**config.mk**
```make
export PLATFORM = sky130hd
export DESIGN_NAME = javk_memctl
export DESIGN_NICKNAME = d
export VERILOG_FILES = /design/src/rtl/javk_memctl.sv
export SDC_FILE = /design/constraint.sdc
export NUM_CORES = 1
export LEC_CHECK = 0
export BUFFER_PORTS_ARGS = -buffer_cell sky130_fd_sc_hd__buf_2
export CELL_PAD_IN_SITES_DETAIL_PLACEMENT = 0
export CELL_PAD_IN_SITES_GLOBAL_PLACEMENT = 1
export CORE_MARGIN = 5
export CORE_UTILIZATION = 45
export DETAILED_ROUTE_END_ITERATION = 10
export PLACE_DENSITY = 0.92
export SYNTH_ARGS = -nofsm -noshare
export SYNTH_HDL_FRONTEND = slang
export SYNTH_SLANG_ARGS = --single-unit
```
**constraint.sdc**
```tcl
create_clock -name clk -period 5.8 [get_ports clk]
set_clock_uncertainty 0.15 [all_clocks]
set_input_delay 0.87 -clock clk [delete_from_list [all_inputs] [get_ports clk]]
set_output_delay 0.87 -clock clk [all_outputs]
set_load 0.02 [all_outputs]
```
**src/rtl/javk_memctl.sv**
```systemverilog
// javk_memctl: JAVK core to async 8-bit SRAM bridge.
// Posted one-entry write buffer, read forwarding, wait-state timing.
module javk_memctl #(
    parameter int WAIT_CYCLES = 2,
    parameter int ADDR_W      = 16
) (
    input  logic              clk,
    input  logic              rst,
    input  logic              cpu_req,
    input  logic              cpu_rw,
    input  logic [ADDR_W-1:0] cpu_addr,
    input  logic [7:0]        cpu_wdata,
    output logic [7:0]        cpu_rdata,
    output logic              cpu_ack,
    output logic              wbuf_busy,
    output logic [ADDR_W-1:0] sram_addr,
    output logic [7:0]        sram_dq_out,
    output logic              sram_dq_oe,
    input  logic [7:0]        sram_dq_in,
    output logic              sram_ce_n,
    output logic              sram_oe_n,
    output logic              sram_we_n
);

    typedef enum logic [2:0] {
        IDLE,
        WR_SETUP,
        WR_PULSE,
        WR_HOLD,
        RD_ACC
    } state_t;

    localparam logic [3:0] WAIT_LD = 4'(WAIT_CYCLES);

    state_t            state;
    logic [3:0]        cnt;
    logic [ADDR_W-1:0] wb_addr;
    logic [7:0]        wb_data;
    logic              wb_valid;

    logic take;
    logic hit;
    logic wr_go;
    logic rd_go;

    // The ack cycle is never taken as a fresh request.
    assign take  = cpu_req && !cpu_ack;
    assign hit   = take && !cpu_rw && wb_valid && (cpu_addr == wb_addr);
    assign wr_go = take && cpu_rw && (state == IDLE) && !wb_valid;
    assign rd_go = take && !cpu_rw && (state == IDLE) && !wb_valid;

    assign wbuf_busy = wb_valid;

    // Request acceptance, buffer forwarding and SRAM strobe sequencing.
    always_ff @(posedge clk or negedge rst) begin
        if (!rst) begin
            state       <= IDLE;
            cnt         <= 4'd0;
            wb_addr     <= '0;
            wb_data     <= 8'h00;
            wb_valid    <= 1'b0;
            cpu_rdata   <= 8'h00;
            cpu_ack     <= 1'b0;
            sram_addr   <= '0;
            sram_dq_out <= 8'h00;
            sram_dq_oe  <= 1'b0;
            sram_ce_n   <= 1'b1;
            sram_oe_n   <= 1'b1;
            sram_we_n   <= 1'b1;
        end else begin
            cpu_ack <= 1'b0;
            if (hit) begin
                cpu_rdata <= wb_data;
                cpu_ack   <= 1'b1;
            end
            unique case (state)
                IDLE: begin
                    if (wr_go) begin
                        wb_addr     <= cpu_addr;
                        wb_data     <= cpu_wdata;
                        wb_valid    <= 1'b1;
                        cpu_ack     <= 1'b1;
                        sram_addr   <= cpu_addr;
                        sram_dq_out <= cpu_wdata;
                        sram_dq_oe  <= 1'b1;
                        sram_ce_n   <= 1'b0;
                        sram_we_n   <= 1'b1;
                        state       <= WR_SETUP;
                    end else if (rd_go) begin
                        sram_addr  <= cpu_addr;
                        sram_dq_oe <= 1'b0;
                        sram_ce_n  <= 1'b0;
                        sram_oe_n  <= 1'b0;
                        cnt        <= WAIT_LD;
                        state      <= RD_ACC;
                    end
                end
                WR_SETUP: begin
                    sram_we_n <= 1'b0;
                    cnt       <= WAIT_LD;
                    state     <= WR_PULSE;
                end
                WR_PULSE: begin
                    if (cnt == 4'd0) begin
                        sram_we_n <= 1'b1;
                        state     <= WR_HOLD;
                    end else begin
                        cnt <= cnt - 4'd1;
                    end
                end
                WR_HOLD: begin
                    wb_valid   <= 1'b0;
                    sram_ce_n  <= 1'b1;
                    sram_dq_oe <= 1'b0;
                    state      <= IDLE;
                end
                RD_ACC: begin
                    if (cnt == 4'd0) begin
                        cpu_rdata <= sram_dq_in;
                        cpu_ack   <= 1'b1;
                        sram_ce_n <= 1'b1;
                        sram_oe_n <= 1'b1;
                        state     <= IDLE;
                    end else begin
                        cnt <= cnt - 4'd1;
                    end
                end
                default: state <= IDLE;
            endcase
        end
    end

endmodule

```
[Yosys cells after proc, flatten, opt, wreduce, memory -nomap -nowiden]
Cells that the tools add are included.
Word-level totals
  register bits: 61
  input bits: 36
  output and inout bits: 38
  word-level logic and storage cells: 84
Cells by class
  $add $sub $neg: 1
  equal/unequal tests: 12
  muxes and demuxes: 29
  reductions and logical operators: 30
Operators with widths (number)
  $mux W16: 2
  $mux W8: 3
  $eq A16 B16 Y1: 1
  $mux W3: 4
  $mux W4: 3
  $ne A2 B2 Y1 const B: 6
  $pmux W3 S4: 1
  $pmux W4 S3: 1
  $logic_and A1 B1 Y1: 9
  $mux W1: 9
  $reduce_and A3 Y1: 3
  $reduce_bool A3 Y1: 3
  $pmux W1 S2: 4
  $reduce_and A2 Y1: 4
  $reduce_and A4 Y1: 2
  $eq A3 B2 Y1 const B: 2
  $pmux W1 S3: 2
  $reduce_bool A2 Y1: 3
  $logic_not A4 Y1: 1
  $sub A4 B1 Y4 const B: 1
  $eq A3 B1 Y1 const B: 1
  $eq A3 B3 Y1 const B: 1
  $logic_not A1 Y1: 3
  $logic_not A3 Y1: 1
  2 further kinds: 2

[Depth between registers and ports, before layout]
  depth after elaboration: 8
  gate-level depth with buffers: 8
  depth with buffers taken out: 7

[Least setup slack after synthesis]
OpenSTA, ideal clock, no wires.
  path type: input-to-reg
  from: input port cpu_req
  to: register wb_addr[0]
  library setup time: 0.125 ns
  arrival: 1.950 ns
  data required time: 5.525 ns
  path slack: 3.575 ns
  stages: 7
  buffers on the path: 2
  cell sequence: nor2b_2 -> nand3_4 -> inv_2 -> and2_4 -> buf_6 -> buf_8 -> mux2_4
Between the ends
  word-level cells in the longest chain between the ends: 5
RTL lines
  start: declaration: RTL line 9  | input logic cpu_req,
  $logic_and A1 B1 Y1: RTL line 47  | assign take = cpu_req && !cpu_ack;
  $logic_and A1 B1 Y1 (3 in series): RTL line 49  | assign wr_go = take && cpu_rw && (state == IDLE) && !wb_valid;
  $reduce_and A2 Y1 (no source line)
  end signal: assignment: RTL line 79  | wb_addr <= cpu_addr;
  end: declaration: RTL line 37  | logic [ADDR_W-1:0] wb_addr;
Every way passes these cells.
A chain may end at the register's enable or synchronous reset.

[Worst setup path in the final report]
  from: input port cpu_req
  to: register wb_data[0]
Between the ends
  word-level cells in the longest chain between the ends: 5
RTL lines
  $logic_and A1 B1 Y1: RTL line 47
  $logic_and A1 B1 Y1 (3 in series): RTL line 49
  $reduce_and A2 Y1 (no source line)
  end signal: assignment: RTL line 80  | wb_data <= cpu_wdata;
  end: declaration: RTL line 38  | logic [7:0] wb_data;
Every way passes these cells.

==> impl_metrics.csv <==
group,metric,value,unit
run_status,run_status,"completed",
placement,place_inst,371,
power_and_ir_drop,vdd_ir_drop_max,342,uV
logic_synthesis,synth.ff_latch_count,61,
clock_tree,tritoncts_clock_tree,"done",
logic_synthesis,netlist.top_cell.by_area,"dfrtp_1",
finish,layout-drive-gt1-share,0.485,
grt,grt_antenna_before_repair,0,
clock_tree,path_clk_slew,0.06,ns
timing,tightest_slew,0.753,ns
placement,gpl.final_weighted_congestion,0.762,
power_and_ir_drop,seqPwrFrac,0.415,
setup_path,critPathLaunchType,"input pin",
power_and_ir_drop,post-layout-total-power,0.00185,W
detailed_routing,drtPass1Iterations,4,
setup_path,reg2reg_slack,3.56,ns
detailed_routing,num_vias,1977,
clock_tree,post_cts.repair.setup_buffers,0,
setup_path,worst_ep_arrival_time,2.40,ns
timing,final.min_clock_period,2.33,ns
timing,max_freq,429,MHz
logic_synthesis,synth_seq_area_share,0.515,
finish,synthToLayoutAreaGrowth,18.3,%
setup_path,timing.critical_path.required,5.87,ns
grt,grt_use_total,0.150,
logic_synthesis,post_synthesis_async_set_or_reset_flop_share,1.00,
floorplanning,floorplan.die.height,91.2,um
clock_tree,cts_buffer_depth,2,
floorplanning,die_w,91.2,um
logic_synthesis,synth.cells.most_frequent,"dfrtp_1 (58), mux2_2 (20), mux2_4 (20)",
logic_synthesis,syn_std_cell_area,2970,um2
clock_tree,clock-root-buffer,"clkbuf_8",
logic_synthesis,yosysMostFrequentCell,"dfrtp_1",
logic_synthesis,synth.top_cell.area_share,0.489,
detailed_routing,post_drt_wl_per_cell,15.0,um
grt,gr-total-overflow,0,
floorplanning,initial_core_util,0.465,
grt,wire_length_of_the_first_global_routing_pass,9960,um
detailed_routing,antenna_violating_nets_post_route,0,
detailed_routing,wirelength,5790,um
logic_synthesis,synth_fp_nets,268,
timing,final-setup-viol-count,0,
timing,slew_headroom,0.498,
power_and_ir_drop,power_switching,0.000682,W
logic_synthesis,syn_area_per_cell,12.9,um2
logic_synthesis,ys.warnings.count,0,
setup_path,critical_path_class,"input pin to register",
finish,final_util,0.550,
setup_path,crit_path_end_kind,"register",
floorplanning,die_area,8330,um2
placement,dpl_wire_length,4210,um
clock_tree,cts.htree.levels,3,
detailed_routing,post_drt_via_cell_ratio,5.12,
floorplanning,rows,29,
power_and_ir_drop,power-per-cell-area,525,nW/um2
clock_tree,cts_resized,0,
finish,finish.instance_area,3510,um2
timing,report.final.slew_viol_count,0,
hold_path,min_path_type,"register to register",
finish,fill_cells,565,
power_and_ir_drop,clockPowerShare,0.185,
grt,grt_max_degree,62,
clock_tree,clk_latency,0.34,ns
placement,placed_cell_area,3340,um2
finish,antenna-diode-count,0,
logic_synthesis,synth_top_flop_cell,"dfrtp_1",
floorplanning,boundaryPins,74,
power_and_ir_drop,power_switching_share,0.370,
timing,final_hold_viol_count,0,
power_and_ir_drop,internal_power,0.00116,W
floorplanning,floorplan.core_area,6390,um2
finish,num-nets-final,342,
grt,grt_pass1_vias,2064,
timing,rsz0062_at_grt,"no",
logic_synthesis,number_of_enable_type_register_cells_in_the_synthesized_netlist,0,
logic_synthesis,synthCells,231,
setup_path,timing.critical_path.fanout_max,24,
clock_tree,tritoncts.num_buffers,9,
placement,port-buffer-count,73,
timing,period_share,0.402,
logic_synthesis,netlist_top_cells_area,"dfrtp_1 (49%), mux2_4 (10%), mux2_2 (7.6%)",
clock_tree,clock-sinks,61,
finish,layout.cells.non_filler,386,
detailed_routing,detail_route.drc_violations,0,
timing,setup-tns-final,0,ns
power_and_ir_drop,power_frac_comb,0.401,
logic_synthesis,unique_cell_type_count_in_the_yosys_netlist,49,
clock_tree,hold_buffers,0,
detailed_routing,detailedRoute.firstIterationViolations,101,
job,max_cap_viol_count,0,
power_and_ir_drop,power.static_leakage,1.70,nW
through the flow:
stage,setup WS [ns],hold slack (ns)
final,3.47,0.351
after global routing,3.34,0.369
after CTS,3.49,0.353
after detailed placement,3.13,0.338
after global placement,3.19,0.333
after floorplan,3.58,0.323
final timing paths:
path,from,end,cells past startpoint
worst max register to register,state[2],wb_data[0],5
worst max-delay path,cpu_req,wb_data[0],6
worst min-delay path,sram_addr[1],sram_addr[1],1
max in group asynchronous,rst,cpu_rdata[7],2
min in group asynchronous,rst,sram_addr[0],2
worst min register to register,sram_addr[1],sram_addr[1],1
placed cells by master (no fill, tap or decap), drive strengths merged, types with 6 or more instances in the layout:
cell | netlist | routed
clkbuf | 2 | 14
and3 | 8 | 8
nor2 | 16 | 16
o21ai | 11 | 11
mux2 | 40 | 40
nand3 | 11 | 11
buf | 9 | 74
xor2 | 14 | 14
dfrtp | 58 | 58
inv | 7 | 7
a21oi | 7 | 7
a31oi | 9 | 9
nand2 | 6 | 6
sequential cells by signal, summed over array words and instances, names as in the netlist:
register,flops
cpu_rdata,8
wbuf_busy,1
sram_we_n,1
sram_addr,16
sram_dq_oe,1
cpu_ack,1
wb_addr,16
sram_ce_n,1
sram_oe_n,1
state,3
cnt,4
wb_data,8
layout make-up:
cell class                 count  area, um2  share of cell area
timing repair buffer          74        373               0.106
multi-input combinational    152       1310               0.373
sequential                    61       1530               0.435
tap                           77       96.3              0.0274
inverter                       7       26.3             0.00748
clock buffer                  14        173              0.0491
clock inverter                 1       5.00             0.00142
layer usage:
metal / vias to the layer above / routed length (um) / GRT usage
li1: 963 / - / -
met1: 962 / 2790 / 0.201
met2: 47 / 2630 / 0.219
met3: 5 / 307 / 0.0603
met4: 0 / 63 / 0.0513
met5: - / 0 / 0
logic make-up after synthesis:
logic type / after synthesis / share of synthesized area
AOI/OAI and AO/OA: 33 / 0.0670
xor gates and xnor gates: 19 / 0.0560
adders and majority gates: 1 / 0.00421
buffers and inverters: 18 / 0.0434
DFF: 61 / 0.515
muxes: 41 / 0.180
and+or+nand+nor: 58 / 0.134
power by group through the flow:
stage	Clock, W	Combinational [W]	Sequential [W]
global placement	0	0.000735	0.000765
finish	0.000341	0.000740	0.000765
detailed placement	0	0.000749	0.000770
global route	0.000376	0.000808	0.000791
floorplan	0	0.000431	0.000879
CTS	0.000350	0.000751	0.000766
worst max-delay path, stage by stage:
cell and delay, ns:
buf_2 0.08, nor2b_2 0.21, nand3_4 0.27, inv_2 0.13
and2_4 0.44, mux2_2 0.39
No activity file was read; power rests on OpenSTA's default activity.
